File: src/rtl/mem_access_ctrl.sv
// MEM-stage data-memory access controller: issues registered bus transactions for loads/stores,
// stalls the pipeline until completion and selects the write-back value. Optional: MEM_TIMEOUT_EN.
module mem_access_ctrl #(
  parameter int TIMEOUT_CYCLES = 255
) (
  input  logic        clk,
  input  logic        rst,
  input  logic        pipeline_stop_i,
  input  logic [1:0]  mem_reg_write_i,
  input  logic [1:0]  mem_mem_write_i,
  input  logic        mem_mem_read_i,
  input  logic        mem_reg_we_i,
  input  logic [31:0] mem_resC_i,
  input  logic [31:0] mem_rD2_i,
  input  logic [31:0] mem_ext_i,
  input  logic [31:0] mem_pc4_i,
  input  logic [4:0]  mem_wR_i,
  input  logic        mem_debug_wb_have_inst_i,
  output logic        dbus_req_o,
  output logic        dbus_we_o,
  output logic [3:0]  dbus_wstrb_o,
  output logic [31:0] dbus_addr_o,
  output logic [31:0] dbus_wdata_o,
  input  logic [31:0] dbus_rdata_i,
  input  logic        dbus_ack_i,
  output logic        pipeline_stop_o,
  output logic [31:0] wb_wd_o,
  output logic [4:0]  wb_wR_o,
  output logic        wb_reg_we_o,
  output logic        wb_debug_have_inst_o,
`ifdef MEM_TIMEOUT_EN
  output logic        err_o,
`endif
  output logic        misalign_o
);

  typedef enum logic [1:0] {
    ST_IDLE = 2'b00,
    ST_BUSY = 2'b01,
    ST_DONE = 2'b10
  } state_t;

  state_t      state_r;
  state_t      state_next_s;

  logic        is_store_s;
  logic        is_load_s;
  logic        access_s;
  logic        misalign_s;
  logic        aligned_access_s;
  logic        mis_access_s;
  logic        advance_s;
  logic        issue_s;
  logic        ack_s;
  logic        timeout_s;
  logic        tmo_hit_s;

  logic        done_flag_r;
  logic [31:0] load_q_r;
  logic        misalign_r;
  logic        mis_seen_r;
  logic        req_r;
  logic        we_r;
  logic [3:0]  wstrb_r;
  logic [31:0] addr_r;
  logic [31:0] wdata_r;

  function automatic logic [3:0] lane_strb(input logic [1:0] mw, input logic [1:0] lo);
    logic [3:0] s;
    case (mw)
      2'b01:   s = 4'b1111;
      2'b10:   s = lo[1] ? 4'b1100 : 4'b0011;
      2'b11:   s = 4'b0001 << lo;
      default: s = 4'b0000;
    endcase
    return s;
  endfunction

  function automatic logic [31:0] lane_wdata(input logic [1:0] mw, input logic [31:0] d);
    logic [31:0] w;
    case (mw)
      2'b01:   w = d;
      2'b10:   w = {2{d[15:0]}};
      2'b11:   w = {4{d[7:0]}};
      default: w = 32'h0000_0000;
    endcase
    return w;
  endfunction

  // Access decode and alignment check; a store wins over a simultaneous load.
  always_comb begin
    is_store_s = (mem_mem_write_i != 2'b00);
    is_load_s  = mem_mem_read_i & ~is_store_s;
    access_s   = is_store_s | mem_mem_read_i;
    case (mem_mem_write_i)
      2'b01:   misalign_s = (mem_resC_i[1:0] != 2'b00);
      2'b10:   misalign_s = mem_resC_i[0];
      2'b11:   misalign_s = 1'b0;
      default: misalign_s = mem_mem_read_i & (mem_resC_i[1:0] != 2'b00);
    endcase
    aligned_access_s = access_s & ~misalign_s;
    mis_access_s     = access_s & misalign_s;
  end

  assign pipeline_stop_o = aligned_access_s & ~done_flag_r;
  assign advance_s       = ~pipeline_stop_o & ~pipeline_stop_i;

`ifdef MEM_TIMEOUT_EN
  localparam logic [7:0] TMO_LAST = 8'(TIMEOUT_CYCLES - 1);
  logic [7:0] tmo_cnt_r;
  logic       err_r;

  assign tmo_hit_s = (tmo_cnt_r == TMO_LAST);
  assign err_o     = err_r;

  // Bus wait counter (cleared on issue) and sticky timeout flag.
  always_ff @(posedge clk) begin
    if (rst) begin
      tmo_cnt_r <= 8'd0;
      err_r     <= 1'b0;
    end else begin
      if (issue_s) begin
        tmo_cnt_r <= 8'd0;
      end else if (state_r == ST_BUSY) begin
        tmo_cnt_r <= tmo_cnt_r + 8'd1;
      end
      if (timeout_s) begin
        err_r <= 1'b1;
      end
    end
  end
`else
  assign tmo_hit_s = 1'b0;
`endif

  // Next-state logic and transaction events.
  always_comb begin
    state_next_s = state_r;
    issue_s      = 1'b0;
    ack_s        = 1'b0;
    timeout_s    = 1'b0;
    case (state_r)
      ST_IDLE: begin
        if (aligned_access_s && !done_flag_r) begin
          state_next_s = ST_BUSY;
          issue_s      = 1'b1;
        end else begin
          state_next_s = ST_IDLE;
        end
      end
      ST_BUSY: begin
        if (dbus_ack_i) begin
          state_next_s = ST_DONE;
          ack_s        = 1'b1;
        end else if (tmo_hit_s) begin
          state_next_s = ST_DONE;
          timeout_s    = 1'b1;
        end else begin
          state_next_s = ST_BUSY;
        end
      end
      ST_DONE: begin
        if (!pipeline_stop_i) begin
          state_next_s = ST_IDLE;
        end else begin
          state_next_s = ST_DONE;
        end
      end
      default: state_next_s = ST_IDLE;
    endcase
  end

  // State register.
  always_ff @(posedge clk) begin
    if (rst) begin
      state_r <= ST_IDLE;
    end else begin
      state_r <= state_next_s;
    end
  end

  // Bus request fields: captured at issue, held through BUSY.
  always_ff @(posedge clk) begin
    if (rst) begin
      req_r   <= 1'b0;
      we_r    <= 1'b0;
      wstrb_r <= 4'b0000;
      addr_r  <= 32'h0000_0000;
      wdata_r <= 32'h0000_0000;
    end else if (issue_s) begin
      req_r   <= 1'b1;
      we_r    <= is_store_s;
      wstrb_r <= lane_strb(mem_mem_write_i, mem_resC_i[1:0]);
      addr_r  <= {mem_resC_i[31:2], 2'b00};
      wdata_r <= lane_wdata(mem_mem_write_i, mem_rD2_i);
    end else if (ack_s || timeout_s) begin
      req_r   <= 1'b0;
    end
  end

  // Completion bookkeeping: load data, done flag, misalignment pulse.
  always_ff @(posedge clk) begin
    if (rst) begin
      load_q_r    <= 32'h0000_0000;
      done_flag_r <= 1'b0;
      misalign_r  <= 1'b0;
      mis_seen_r  <= 1'b0;
    end else begin
      if (ack_s) begin
        load_q_r <= dbus_rdata_i;
      end else if (timeout_s) begin
        load_q_r <= 32'h0000_0000;
      end
      if (ack_s || timeout_s) begin
        done_flag_r <= 1'b1;
      end else if (advance_s) begin
        done_flag_r <= 1'b0;
      end
      // A misaligned instruction held by a downstream stall reports only once.
      misalign_r <= mis_access_s & ~mis_seen_r;
      mis_seen_r <= mis_access_s & pipeline_stop_i;
    end
  end

  // Write-back data select.
  always_comb begin
    case (mem_reg_write_i)
      2'b00:   wb_wd_o = mem_resC_i;
      2'b01:   wb_wd_o = load_q_r;
      2'b10:   wb_wd_o = mem_ext_i;
      2'b11:   wb_wd_o = mem_pc4_i;
      default: wb_wd_o = mem_resC_i;
    endcase
  end

  assign dbus_req_o           = req_r;
  assign dbus_we_o            = we_r;
  assign dbus_wstrb_o         = wstrb_r;
  assign dbus_addr_o          = addr_r;
  assign dbus_wdata_o         = wdata_r;
  assign misalign_o           = misalign_r;
  assign wb_wR_o              = mem_wR_i;
  assign wb_debug_have_inst_o = mem_debug_wb_have_inst_i;
  assign wb_reg_we_o          = mem_reg_we_i & ~(is_load_s & misalign_s);

endmodule

File: config.mk
export PLATFORM = sky130hd
export DESIGN_NAME = mem_access_ctrl
export DESIGN_NICKNAME = d
export VERILOG_FILES = /design/src/rtl/mem_access_ctrl.sv
export SDC_FILE = /design/constraint.sdc
export NUM_CORES = 1
export LEC_CHECK = 0
export CAP_MARGIN = 20
export CORE_MARGIN = 3
export CORE_UTILIZATION = 41
export DETAILED_ROUTE_END_ITERATION = 8
export HOLD_SLACK_MARGIN = 0.02
export PLACE_DENSITY = 0.93
export SYNTH_ARGS = -nofsm -noshare
export SYNTH_HDL_FRONTEND = slang
export SYNTH_SLANG_ARGS = --single-unit
File: constraint.sdc
create_clock -name clk -period 3.8 [get_ports clk]
set_input_delay 0.76 -clock clk [delete_from_list [all_inputs] [get_ports clk]]
set_output_delay 0.76 -clock clk [all_outputs]
set_load 0.05 [all_outputs]
* Word-level counts from Yosys, hierarchy flattened
Index checks and enable logic that the tools add are counted.
** Storage, ports and cells
- Bits in read-only memories :: 0
- Bits in registers :: 105
- Latch bits :: 0
- Bits in writable memories :: 0
- Memories kept :: 0
** Cells by class
- Add/sub/neg operators :: 0
- Bitwise gates (word level) :: 18
- Magnitude comparators :: 0
- Reductions and logical operators :: 8
- Equal/unequal tests :: 8
- Div/mod/pow operators :: 0
- Shifts and indexed selects :: 1
- Muxes and demuxes :: 18
- Multipliers :: 0
** Operators by type and width (count)
- one-hot mux 32 bit (4 select lines) :: 1
- one-hot mux 32 bit (3 select lines) :: 1
- two-way mux 32 bit :: 1
- one-hot mux 4 bit (3 select lines) :: 1
- bitwise AND 1 bit :: 10
- == test 2 bit, second input constant :: 5
- two-way mux 1 bit :: 9
- nonzero test 2 bit :: 4
- NOT 1 bit :: 7
- == test 2 x 1 -> 1 bit, second input constant :: 3
- one-hot mux 2 bit (3 select lines) :: 1
- zero test 2 bit :: 2
- two-way mux 2 bit :: 2
- two-way mux 4 bit :: 1
- left shift 1 x 2 -> 4 bit, first input constant :: 1
- one-hot mux 1 bit (3 select lines) :: 1
- logical AND 1 bit :: 1
- zero test 1 bit :: 1
- bitwise OR 1 bit :: 1

* Logic depth before layout (Yosys ltp)
Gate-level depths: netlist (run 1).
- Depth after elaboration :: 10
- Depth in mapped cells :: 7
- Gate-level depth less buffers :: 4

* Least setup slack after synthesis (run 1)
Ideal clock, no wire load.
- Path type :: input to output
- From :: input mem_mem_write_i[0]
- To :: output wb_reg_we_o
- Required time :: 3.040 ns
- Path slack :: 0.718 ns
- Data arrival time :: 2.322 ns
- Stages on the path :: 4
- Cell sequence :: clkbuf_1 -> or2_2 -> nor2_1 -> a21boi_0
** On the way
- Word-level cells in the longest chain between the ends :: 6
- Elaborated cells on any way between the ends :: 10
** RTL lines
- from (decl) :: line 10 : input logic [1:0] mem_mem_write_i,
- parallel branches: the longest is 3 deep, another holds one-hot mux 1 bit (3 select lines)
- bitwise AND 1 bit * :: line 244 : assign wb_reg_we_o = mem_reg_we_i & ~(is_load_s & misalign_s);
- NOT 1 bit * :: line 244
- bitwise AND 1 bit * :: line 244
- to (decl) :: line 29 : output logic wb_reg_we_o,
Mark *: on every way between the ends.

* Worst setup path in the final report (run 1)
- From :: input mem_resC_i[0]
- To :: output wb_wd_o[0]
** On the way
- Word-level cells in the longest chain between the ends :: 1
** RTL lines
- from (decl) :: line 13 : input logic [31:0] mem_resC_i,
- one-hot mux 32 bit (4 select lines) :: line 227 : case (mem_reg_write_i)
- to (decl) :: line 27 : output logic [31:0] wb_wd_o,
No other way between the ends.

==> results of run 1 <==
worst max-delay path by stage:
stage / start / endpoint / slack, ns / cells past startpoint
after floorplan: mem_mem_write_i[0] / wb_reg_we_o / 0.72 / 4
after global placement: mem_resC_i[0] / wb_wd_o[0] / 0.55 / 3
after detailed placement: mem_resC_i[0] / wb_wd_o[0] / 0.51 / 3
after CTS: mem_resC_i[0] / wb_wd_o[0] / 0.51 / 3
after global routing: mem_resC_i[0] / wb_wd_o[0] / 0.49 / 3
final: mem_resC_i[0] / wb_wd_o[0] / 0.53 / 3
final cells by class:
class / count / area, um^2 / area share
clock buffer: 12 / 256 / 0.0320
clock inverter: 4 / 51.3 / 0.00641
inverter: 18 / 67.6 / 0.00844
multi-input combinational: 389 / 2490 / 0.311
sequential: 105 / 2100 / 0.262
tap: 143 / 179 / 0.0223
timing repair buffer: 285 / 2860 / 0.357
cell usage in the layout (no fill, tap or decap), types with 2 or more instances in the layout:
cell / instances
nand3b_1: 2
nor2b_1: 3
nor3_1: 19
dfxtp_1: 105
a21oi_1: 77
mux4_2: 32
inv_1: 18
buf_4: 17
clkbuf_16: 9
a221oi_1: 16
nand2_1: 156
clkdlybuf4s50_1: 260
clkbuf_8: 2
a311oi_2: 8
nor2_1: 29
buf_2: 2
conb_1: 2
nand3_1: 11
o21ai_0: 20
buf_12: 6
state kept, by name (all words and copies together) (netlist names):
| name | cells |
|---|---|
| dbus_req_o | 1 |
| dbus_we_o | 1 |
| load_q_r | 32 |
| mis_seen_r | 1 |
| misalign_o | 1 |
| dbus_wdata_o | 32 |
| done_flag_r | 1 |
| dbus_addr_o | 30 |
| dbus_wstrb_o | 4 |
| state_r | 2 |
power groups by stage:
stage          Clock, mW  Combinational [mW]  Sequential (mW)
5_1_grt             1.01                1.22             1.24
6_report           0.946                1.15             1.23
4_1_cts            0.965                1.15             1.23
3_3_place_gp           0                1.13             1.25
2_1_floorplan          0               0.475             1.48
3_5_place_dp           0                1.15             1.25
per-layer routing:
metal  track usage  wire (um)  up-vias
met2         0.419       8930      245
met4         0.112        661        0
met1         0.319       6800     2413
met5             0          0        -
li1              -          -     2445
met3        0.0705       1410       51
worst max-delay path: stages:
cell and delay (ns):
clkdlybuf4s50_1 0.52, mux4_2 0.49, clkdlybuf4s50_1 0.74
cells by family after synthesis:
family,count (synthesis),share of synthesized area
buffers and inverters,78,0.0779
and+or+nand+nor,226,0.185
AOI/OAI and AO/OA,129,0.168
other,1,0.000755
DFF,105,0.423
muxes,32,0.145
==> impl_metrics.env, run 1 <==
export IMPL_setup_ws_ns=0.527
export IMPL_hold_start="mis_seen_r"
export IMPL_synth_edff_count=0
export IMPL_cts_tree="built"
export IMPL_fmax_ghz=0.305
export IMPL_critPathKind="input port to primary output"
export IMPL_start_kind="input port"
export IMPL_r2r_cells=5
export IMPL_start_util=0.428
export IMPL_clk_latency_ns=0.33
export IMPL_cap_violations=0
export IMPL_die_h_um=116
export IMPL_postSynthAreaPerCell_um2=8.70
export IMPL_wl_per_cell_um=18.6
export IMPL_grt_antenna_before_repair=0
export IMPL_synth_cells=571
export IMPL_placed_cells=938
export IMPL_gp_congestion=0.852
export IMPL_synth_common_cells="nand2_1 (156), dfxtp_1 (105), a21oi_1 (77), mux4_2 (32), nor2_1 (29)"
export IMPL_worst_ir_drop_vdd_v=0.000299
export IMPL_synth_cell_types=33
export IMPL_grt_pass1_wl_um=26800
export IMPL_slew_headroom=0.515
export IMPL_hp_class="flop to flop"
export IMPL_ys_warnings_count=0
export IMPL_switching_share=0.338
export IMPL_setup_tns_ns=0
export IMPL_synth_area_leaders="dfxtp_1 (42%), mux4_2 (15%), nand2_1 (12%)"
export IMPL_p_seq_frac=0.369
export IMPL_vias=5154
export IMPL_avgViaCountPerCell=5.39
export IMPL_drt_pre_antenna_iters=5
export IMPL_leakage_nw=2.91
export IMPL_ctsHoldBuffers=0
export IMPL_dieArea_um2=13500
export IMPL_diodes=0
export IMPL_power_density_nw_per_um2=416
export IMPL_skew_ns=0.00677
export IMPL_synth_seq_cells=105
export IMPL_design_area_um2=8010
export IMPL_p_sw_mw=1.12
export IMPL_whs_ns=0.396
export IMPL_fin_nets=984
export IMPL_finalHoldViolations=0
export IMPL_ios=287
export IMPL_rsz0062_at_grt="no"
export IMPL_routed_wl_um=17800
export IMPL_area_delta_synth_final_pct=61.3
export IMPL_stdcell_count=956
export IMPL_postCtsSetupBuffers=0
export IMPL_setup_viol=0
export IMPL_tightest_slew_ns=0.726
export IMPL_fill_cells=876
export IMPL_combinationalPowerShare=0.347
export IMPL_reg2reg_to="dbus_wdata_o[19]"
export IMPL_synth_most_common_cell="nand2_1"
export IMPL_grt_overflow_total=0
export IMPL_post_layout_total_power_mw=3.33
export IMPL_gr_usage_all_layers=0.257
export IMPL_remaining_drc_errors=0
export IMPL_final_util=0.690
export IMPL_ys_seq_area_frac=0.423
export IMPL_finalCriticalPeriod_ns=3.27
export IMPL_worstPathRequired_ns=3.04
export IMPL_synth_top_area_frac=0.423
export IMPL_whs_path_depth=1
export IMPL_port_buffers=272
export IMPL_hpwlAfterDp_um=13500
export IMPL_path_clk_slew_ns=0.07
export IMPL_place_area_um2=7670
export IMPL_row_count=39
export IMPL_clock_root_buffer="clkbuf_16"
export IMPL_drive_above_1_share=0.107
export IMPL_clockPowerShare=0.284
export IMPL_path_max_fanout=6
export IMPL_ff2ff_setup_slack_ns=1.97
export IMPL_fin_crit_sh=0.861
export IMPL_p_int_mw=2.20
export IMPL_cts_resized=0
export IMPL_async_reset_ff_frac=0
export IMPL_worstSetupEndpointType="primary output"
export IMPL_clock_path_buffers=2
export IMPL_post_place_ws_ns=0.513
export IMPL_first_iter_violations=422
export IMPL_status="complete, no violations"
export IMPL_rr_startpoint="state_r[0]"
export IMPL_grt_pass1_vias=5053
export IMPL_fp_dieW_um=116
export IMPL_crit_arrival_ns=2.51
export IMPL_core_area_um2=11600
export IMPL_clkSinkCount=105
export IMPL_yosys_area_top_type="dfxtp_1"
export IMPL_cts_htree_levels=3
export IMPL_antenna_left=0
export IMPL_grt_max_degree=106
export IMPL_cts_buffers=9
export IMPL_synth_ff_type="dfxtp_1"
export IMPL_hold_end="misalign_o"
export IMPL_syn_area_um2=4970
export IMPL_drv_slew=0
Power figures use the tool's default switching activity.
==> run 2: changes to the inputs <==
CELL_PAD_IN_SITES_DETAIL_PLACEMENT = 1   (was not set)
CELL_PAD_IN_SITES_GLOBAL_PLACEMENT = 1   (was not set)
CORE_UTILIZATION = 29   (was 41)
PLACE_DENSITY = 0.94   (was 0.93)
clock period = 4.06 ns   (was 3.8 ns; I/O delays follow)
==> run 2 against run 1 <==
  * Via count is 1.6% higher
  * Largest cell class unchanged
  * Clock power is 9.7% lower
  * Critical path depth is 1 higher
==> impl_metrics.env, run 2 (synthesis results as in run 1) <==
export IMPL_whs_path_depth=1
export IMPL_worst_path_dominant_cell_family="buffers and inverters"
export IMPL_row_count=47
export IMPL_ff2ff_setup_slack_ns=1.95
export IMPL_crit_arrival_ns=2.75
export IMPL_start_util=0.297
export IMPL_clock_root_buffer="clkbuf_16"
export IMPL_first_iter_violations=208
export IMPL_worst_ir_drop_vdd_v=0.000221
export IMPL_grt_pass1_vias=5513
export IMPL_clock_path_buffers=2
export IMPL_drive_above_1_share=0.0996
export IMPL_skew_ns=0.0110
export IMPL_hold_start="mis_seen_r"
export IMPL_mostFrequentLayoutCell="clkdlybuf4s50_1"
export IMPL_setup_tns_ns=0
export IMPL_gr_usage_all_layers=0.205
export IMPL_tightest_slew_ns=0.874
export IMPL_postCtsSetupBuffers=0
export IMPL_hp_class="flop to flop"
export IMPL_clkSinkCount=105
export IMPL_worstPathRequired_ns=3.25
export IMPL_slew_headroom=0.418
export IMPL_power_density_nw_per_um2=383
export IMPL_status="complete, no violations"
export IMPL_path_buf_inv=3
export IMPL_path_clk_slew_ns=0.07
export IMPL_grt_pass1_wl_um=29700
export IMPL_cts_buffers=9
export IMPL_fmax_ghz=0.281
export IMPL_multi_input_area_um2=2500
export IMPL_core_area_um2=16700
export IMPL_area_delta_synth_final_pct=62.9
export IMPL_leakage_nw=2.89
export IMPL_ctsHoldBuffers=0
export IMPL_setup_viol=0
export IMPL_start_kind="input port"
export IMPL_slowest_delay_ns=0.73
export IMPL_grt_max_degree=75
export IMPL_drt_pre_antenna_iters=4
export IMPL_critPathKind="input port to primary output"
export IMPL_fin_nets=984
export IMPL_hold_end="misalign_o"
export IMPL_r2r_cells=5
export IMPL_place_area_um2=7800
export IMPL_finalHoldViolations=0
export IMPL_routed_wl_um=20000
export IMPL_remaining_drc_errors=0
export IMPL_wl_per_cell_um=19.3
export IMPL_worstSetupEndpointType="primary output"
export IMPL_finalCriticalPeriod_ns=3.56
export IMPL_dieArea_um2=18700
export IMPL_crit_chain="buf_2 -> buf_4 -> mux4_2 -> clkdlybuf4s50_1"
export IMPL_antenna_left=0
export IMPL_cts_tree="built"
export IMPL_cts_resized=0
export IMPL_grt_overflow_total=0
export IMPL_rsz0062_at_grt="no"
export IMPL_fp_dieW_um=137
export IMPL_layout_common_cells="clkdlybuf4s50_1 (267), nand2_1 (156), dfxtp_1 (105)"
export IMPL_gp_congestion=0.777
export IMPL_grt_antenna_before_repair=2
export IMPL_design_area_um2=8090
export IMPL_regArea_um2=2100
export IMPL_rr_startpoint="state_r[0]"
export IMPL_reg2reg_to="dbus_wdata_o[19]"
export IMPL_fin_crit_sh=0.877
export IMPL_cap_violations=0
export IMPL_clk_latency_ns=0.34
export IMPL_vias=5234
export IMPL_hpwlAfterDp_um=15700
export IMPL_die_h_um=137
export IMPL_path_max_fanout=18
export IMPL_fill_cells=1908
export IMPL_avgViaCountPerCell=5.06
export IMPL_ios=287
export IMPL_crit_path_top_delay_cell="clkdlybuf4s50_1"
export IMPL_drv_slew=0
export IMPL_cts_htree_levels=3
export IMPL_port_buffers=272
[run 2: cell count changes in the layout (fill, tap and decap cells not counted), sizes merged]
cell	previous run	this run
diode	0	1
bufinv	1	0
buf	25	18
inv	18	19
clkdlybuf4s50	260	267
clkbuf	12	11
clkinvlp	1	2
[run 2: worst max-delay path by stage]
stage	from	end	depth (start not counted)
after CTS	mem_reg_write_i[1]	wb_wd_o[10]	4
after floorplan	mem_mem_write_i[0]	wb_reg_we_o	4
after global placement	mem_reg_write_i[1]	wb_wd_o[8]	4
after detailed placement	mem_reg_write_i[1]	wb_wd_o[10]	4
final	mem_reg_write_i[1]	wb_wd_o[10]	4
after global routing	mem_reg_write_i[1]	wb_wd_o[10]	4
[run 2: through the flow]
stage	std cells	utilization	setup WS, ns	power, mW	hold WS, ns
finish	1034	0.484	0.498	3.10	0.392
global route	1034	0.484	0.411	3.24	0.432
CTS	1033	0.484	0.486	3.14	0.397
detailed placement	1017	0.467	0.494	2.27	0.387
global placement	1017	0.467	0.602	2.25	0.385
floorplan	572	-	0.874	1.83	0.375
[run 2: routing by layer]
layer	global-route usage	routed length [um]	vias up
li1	-	-	2443
met1	0.233	7720	2551
met2	0.372	10500	201
met3	0.0515	1170	37
met4	0.0726	561	2
met5	0	13	-
[run 2: final cells by class]
| class | instances | share of cell area |
|---|---|---|
| sequential | 105 | 0.260 |
| inverter | 18 | 0.00835 |
| clock inverter | 5 | 0.00464 |
| clock buffer | 11 | 0.0312 |
| antenna | 1 | 0.000309 |
| timing repair buffer | 285 | 0.353 |
| tap | 220 | 0.0340 |
| multi-input combinational | 389 | 0.309 |
[run 2: report_power, final]
part           switching (mW)  total [mW]  leakage (nW)  internal [mW]
sequential             0.0430        1.15         0.859           1.11
combinational           0.649        1.09          1.89          0.445
clock                   0.401       0.854         0.138          0.452
[run 2: worst reg2reg max path, stage by stage, from the launching register on]
cell	delay, ns
dfxtp_1	0.36
nor3_1	0.43
o221a_4	0.61
buf_4	0.32
nor2_1	0.08
a311oi_2	0.23
==> run 3: changes to the inputs <==
REMOVE_ABC_BUFFERS = 1   (was not set)
SKIP_CTS_REPAIR_TIMING = 1   (was not set)
==> run 3 against run 2 <==
  * Power up 1.7%
  * Cell area up 0.53%
  * Clock skew about the same
==> impl_metrics.env, run 3 (synthesis results as in run 1) <==
export IMPL_core_area_um2=16700
export IMPL_remaining_drc_errors=0
export IMPL_worst_ir_drop_vdd_v=0.000211
export IMPL_area_delta_synth_final_pct=63.8
export IMPL_drt_pre_antenna_iters=4
export IMPL_leakage_nw=2.91
export IMPL_status="complete, no violations"
export IMPL_drv_slew=0
export IMPL_row_count=47
export IMPL_clock_root_buffer="clkbuf_16"
export IMPL_worstPathRequired_ns=3.25
export IMPL_fp_dieW_um=137
export IMPL_setup_viol=0
export IMPL_clkSinkCount=105
export IMPL_worstSetupEndpointType="primary output"
export IMPL_antenna_left=0
export IMPL_crit_path_top_delay_cell="clkdlybuf4s50_1"
export IMPL_ios=287
export IMPL_r2r_cells=5
export IMPL_hold_start="mis_seen_r"
export IMPL_hold_end="misalign_o"
export IMPL_first_iter_violations=176
export IMPL_drive_above_1_share=0.102
export IMPL_grt_pass1_vias=5673
export IMPL_whs_ns=0.398
export IMPL_reg2reg_to="dbus_wdata_o[17]"
export IMPL_power_density_nw_per_um2=387
export IMPL_diodes=0
export IMPL_clk_latency_ns=0.35
export IMPL_avgViaCountPerCell=5.07
export IMPL_skew_ns=0.0112
export IMPL_crit_chain="buf_2 -> buf_4 -> mux4_2 -> clkdlybuf4s50_1"
export IMPL_die_h_um=137
export IMPL_finalCriticalPeriod_ns=3.46
export IMPL_path_clk_slew_ns=0.07
export IMPL_rr_startpoint="state_r[0]"
export IMPL_ff2ff_setup_slack_ns=2.03
export IMPL_clock_path_buffers=2
export IMPL_cts_htree_levels=3
export IMPL_setup_tns_ns=0
export IMPL_slowest_delay_ns=0.73
export IMPL_grt_pass1_wl_um=30000
export IMPL_gp_congestion=0.803
export IMPL_start_util=0.297
export IMPL_routed_wl_um=19800
export IMPL_hpwlAfterDp_um=15100
export IMPL_gr_usage_all_layers=0.208
export IMPL_critPathKind="input port to primary output"
export IMPL_cap_violations=0
export IMPL_fmax_ghz=0.289
export IMPL_finalHoldViolations=0
export IMPL_port_buffers=272
export IMPL_gr_usage_met2=0.376
export IMPL_crit_arrival_ns=2.64
export IMPL_cts_tree="built"
export IMPL_cts_buffers=9
export IMPL_path_max_fanout=12
export IMPL_rsz0062_at_grt="no"
export IMPL_fin_nets=986
export IMPL_hp_class="flop to flop"
export IMPL_whs_path_depth=1
export IMPL_start_kind="input port"
export IMPL_mostFrequentLayoutCell="clkdlybuf4s50_1"
export IMPL_wl_per_cell_um=19.2
export IMPL_grt_overflow_total=0
export IMPL_grt_use_met3=0.0706
export IMPL_grt_max_degree=96
export IMPL_grt_util_met1=0.225
export IMPL_tightest_slew_ns=0.884
export IMPL_vias=5244
export IMPL_layout_common_cells="clkdlybuf4s50_1 (266), nand2_1 (156), dfxtp_1 (105)"
export IMPL_busiest_layer="met2"
export IMPL_fin_crit_sh=0.851
export IMPL_grt_antenna_before_repair=0
export IMPL_slew_headroom=0.411
export IMPL_dieArea_um2=18700
-- run 3: metal layers --
layer / wire, um / share of wire
met3: 1690 / 0.085
met2: 10200 / 0.51
met1: 7390 / 0.37
met5: 0 / 0
met4: 564 / 0.028
-- run 3: worst max path at each step --
| stage | endpoint | startpoint |
|---|---|---|
| finish | wb_wd_o[27] | mem_reg_write_i[1] |
| global route | wb_wd_o[26] | mem_reg_write_i[1] |
| CTS | wb_wd_o[27] | mem_reg_write_i[1] |
| detailed placement | wb_wd_o[27] | mem_reg_write_i[1] |
| global placement | wb_wd_o[1] | mem_reg_write_i[1] |
| floorplan | dbus_wdata_o[16] | mem_resC_i[0] |
-- run 3: critical path, delay by kind of cell --
kind	cells	cell delay [ns]
multiplexers	1	0.53
buffers and inverters	3	1.30
-- run 3: area by class of cell --
cell class                      instances  area [um^2]
Clock buffer                            9          225
Clock inverter                          6         72.6
Fill cell                            1917         8570
Inverter                               18         67.6
Multi-Input combinational cell        389         2500
Sequential cell                       105         2100
Tap cell                              220          275
Timing Repair Buffer                  287         2890
-- run 3: metrics by stage --
step	power (mW)	cell area (um^2)	utilization	setup slack, ns	cells
after floorplan	1.76	4650	-	0.990	512
after global placement	2.25	7820	0.468	0.609	1018
after detailed placement	2.28	7820	0.468	0.568	1018
after CTS	3.20	8110	0.486	0.564	1033
after global routing	3.29	8130	0.487	0.543	1034
final	3.15	8130	0.487	0.604	1034
-- run 3: power by group --
| group | switching (mW) | total (mW) | internal [mW] | leakage [nW] |
|---|---|---|---|---|
| Clock | 0.416 | 0.901 | 0.485 | 0.143 |
| Combinational | 0.654 | 1.10 | 0.448 | 1.91 |
| Sequential | 0.0406 | 1.15 | 1.11 | 0.859 |
==> edit, RTL diff (config.mk and constraints of run 1) <==
Put a register stage on the output `wb_debug_have_inst_o`, with the module's reset. The value now appears one clock later. The other outputs are not delayed to match.
--- a/src/rtl/mem_access_ctrl.sv
+++ b/src/rtl/mem_access_ctrl.sv
@@ -241,5 +241,11 @@
   assign misalign_o           = misalign_r;
   assign wb_wR_o              = mem_wR_i;
-  assign wb_debug_have_inst_o = mem_debug_wb_have_inst_i;
+  always_ff @(posedge clk) begin
+    if (rst) begin
+      wb_debug_have_inst_o <= '0;
+    end else begin
+      wb_debug_have_inst_o <= mem_debug_wb_have_inst_i;
+    end
+  end
   assign wb_reg_we_o          = mem_reg_we_i & ~(is_load_s & misalign_s);
 
Function: changed (Yosys sat finds a counterexample within 4 cycles, from zero or initial values and one cycle with rst high).
==> edit against run 1 <==
- sequential cell count up 1
- sequential share of layout area about the same
- clock power up 14%
- final cell count up 0.42%
- area after synthesis up 0.30%
- worst setup slack worse by 0.093 ns
- power up 4.9%
- worst hold slack better by 0.026 ns
- final area up 1.1%
- synthesized cell count up 0.18%
- routed wire length up 2.5%
- maximum frequency down 2.8%
- critical path type unchanged
==> edit: results (changes against run 1) <==
| Metric | Value |
|---|---|
| Detailed placer's ending HPWL | `13,600 um (+0.96%)` |
| Setup Slack @ Placement | `0.441 ns (-0.0722 ns)` |
| Slowest cell on crit path | `clkdlybuf4s50_1` |
| Master cell of the clock root buffer | `clkbuf_16` |
| Initial antenna violation count | `0 (unchanged)` |
| Metal-1 WL | `6770 um (-0.34%)` |
| Final Instance Count excl. Fillers | `960 (+0.42%)` |
| Worst path top cell family by delay | `buffers and inverters` |
| Total length of routed met2 wires | `9220 um (+3.2%)` |
| Pleak | `2.95 nW (+1.4%)` |
| Clock insertion delay at the later pin of the skew report | `0.35 ns (+0.02 ns)` |
| Largest net degree at the start of global routing | `107 (+0.94%)` |
| Number of buffers created by CTS | `9 (unchanged)` |
| Nets | `988 (+0.41%)` |
| Setup clock skew after layout | `0.00906 ns (+0.00229 ns)` |
| Number of port buffers | `274 (+0.74%)` |
| Number of synthesis warnings | `0 (unchanged)` |
| Setup bufs post-CTS | `0 (unchanged)` |
| Run status | `complete, no violations` |
| Peak supply drop | `0.243 mV (-19%)` |
| Footprint of the multi-input gates | `0.00251 mm2 (+0.60%)` |
| Number of distinct standard cells referenced by the synthesized netlist | `33 (unchanged)` |
| Number of gates given a new drive strength after cts | `0 (unchanged)` |
| Post-DR wirelength/cell | `19.0 um (+2.1%)` |
| Pins over their slew limit | `0 (unchanged)` |
| Total Routing Usage GR | `26.0% (+0.36 points)` |
| Number of buffers between clock root and the deepest sink | `2 (unchanged)` |
| Synthesized netlist cell count | `572 (+0.18%)` |
| First-pass GRT wire length | `27,100 um (+1.2%)` |
| Highest routed layer | `met4` |
| Arrival time of data at the critical path endpoint | `2.61 ns (+0.10 ns)` |
| Number of H-tree levels | `3 (unchanged)` |
| Ant diodes | `0 (unchanged)` |
| Detailed-router iteration count before antenna repair | `5 (unchanged)` |
| Number of global-route vias before repair | `5,326 (+5.4%)` |
| Clock-pin slew on the worst setup and hold paths | `0.07 ns (about the same)` |
| Global placer's final weighted congestion | `0.833 (-2.2%)` |
| Met3 layer wire length in the routed design | `1350 um (-4.3%)` |
| Placed Instance Area | `0.00772 mm2 (+0.65%)` |
| Maximum cell stage delay along the critical path | `0.72 ns (-0.02 ns)` |
| Most used DFF post-synth | `dfxtp_1` |
| Largest cells by area after synthesis | `dfxtp_1, mux4_2, nand2_1` |
| Ranking of synthesized cells by instance count | `nand2_1, dfxtp_1, a21oi_1` |
| Sequential-to-total area share from yosys stat | `42.6% (+0.27 points)` |
| Worst slew margin relative to its limit | `30.3% (-21 points)` |
| Share of flip-flops with an asynchronous set or reset after synthesis | `0% (unchanged)` |
| DRT iter0 DRCs | `309 (-27%)` |
| Fill cell count | `876 (unchanged)` |
| Worst hold-check path type | `reg -> reg` |
| Routed vias/inst | `5.51 (+2.2%)` |
| Worst Path Max Fanout | `22 (+16)` |
| Placed Cells | `943 (+0.53%)` |
| Fraction of final layout cells with drive strength greater than 1 | `10.5% (-0.17 points)` |
[edit: kinds of logic after synthesis]
family / Yosys count / synth area share [%]
AO/OA/AOI/OAI: 129 / 16.7
buffers and inverters: 77 / 7.54
flip-flops: 106 / 42.6
multiplexers: 32 / 14.5
other: 1 / 0.0753
AND/OR/NAND/NOR: 227 / 18.6
[edit: worst reg2reg max path: cells and delay by family, from the launching register on]
family	cells	cell delay, ns
flip-flops	1	0.41
AND/OR/NAND/NOR	2	0.91
AO/OA/AOI/OAI	1	0.12
buffers and inverters	1	0.30
[edit: layer usage]
metal | GRT usage [%] | vias up
met5 | 0 | -
met4 | 13.4 | 0
met3 | 5.65 | 68
met2 | 44.8 | 292
met1 | 30.5 | 2470
li1 | - | 2458
[edit: path summary, 6_finish.rpt]
| check | slack [ns] | end | cells after the start | start |
|---|---|---|---|---|
| max | 0.43 | wb_wd_o[12] | 4 | mem_reg_write_i[1] |
| min | 0.42 | misalign_o | 1 | mis_seen_r |
| max reg2reg | 1.99 | load_q_r[15] | 4 | state_r[0] |
| min reg2reg | 0.42 | misalign_o | 1 | mis_seen_r |
[edit: final cells by class]
| type | count | share of cell area, % |
|---|---|---|
| Timing Repair Buffer | 287 | 35.5 |
| Multi-Input combinational cell | 390 | 31.0 |
| Sequential cell | 106 | 26.2 |
| Clock buffer | 12 | 3.04 |
| Tap cell | 143 | 2.21 |
| Clock inverter | 4 | 1.22 |
| Inverter | 18 | 0.834 |
[edit: power by group]
part | switching, mW | total [mW] | leakage (nW) | internal, mW
Combinational | 0.690 | 1.17 | 1.92 | 0.476
Clock | 0.420 | 1.08 | 0.167 | 0.665
Sequential | 0.0440 | 1.24 | 0.868 | 1.20
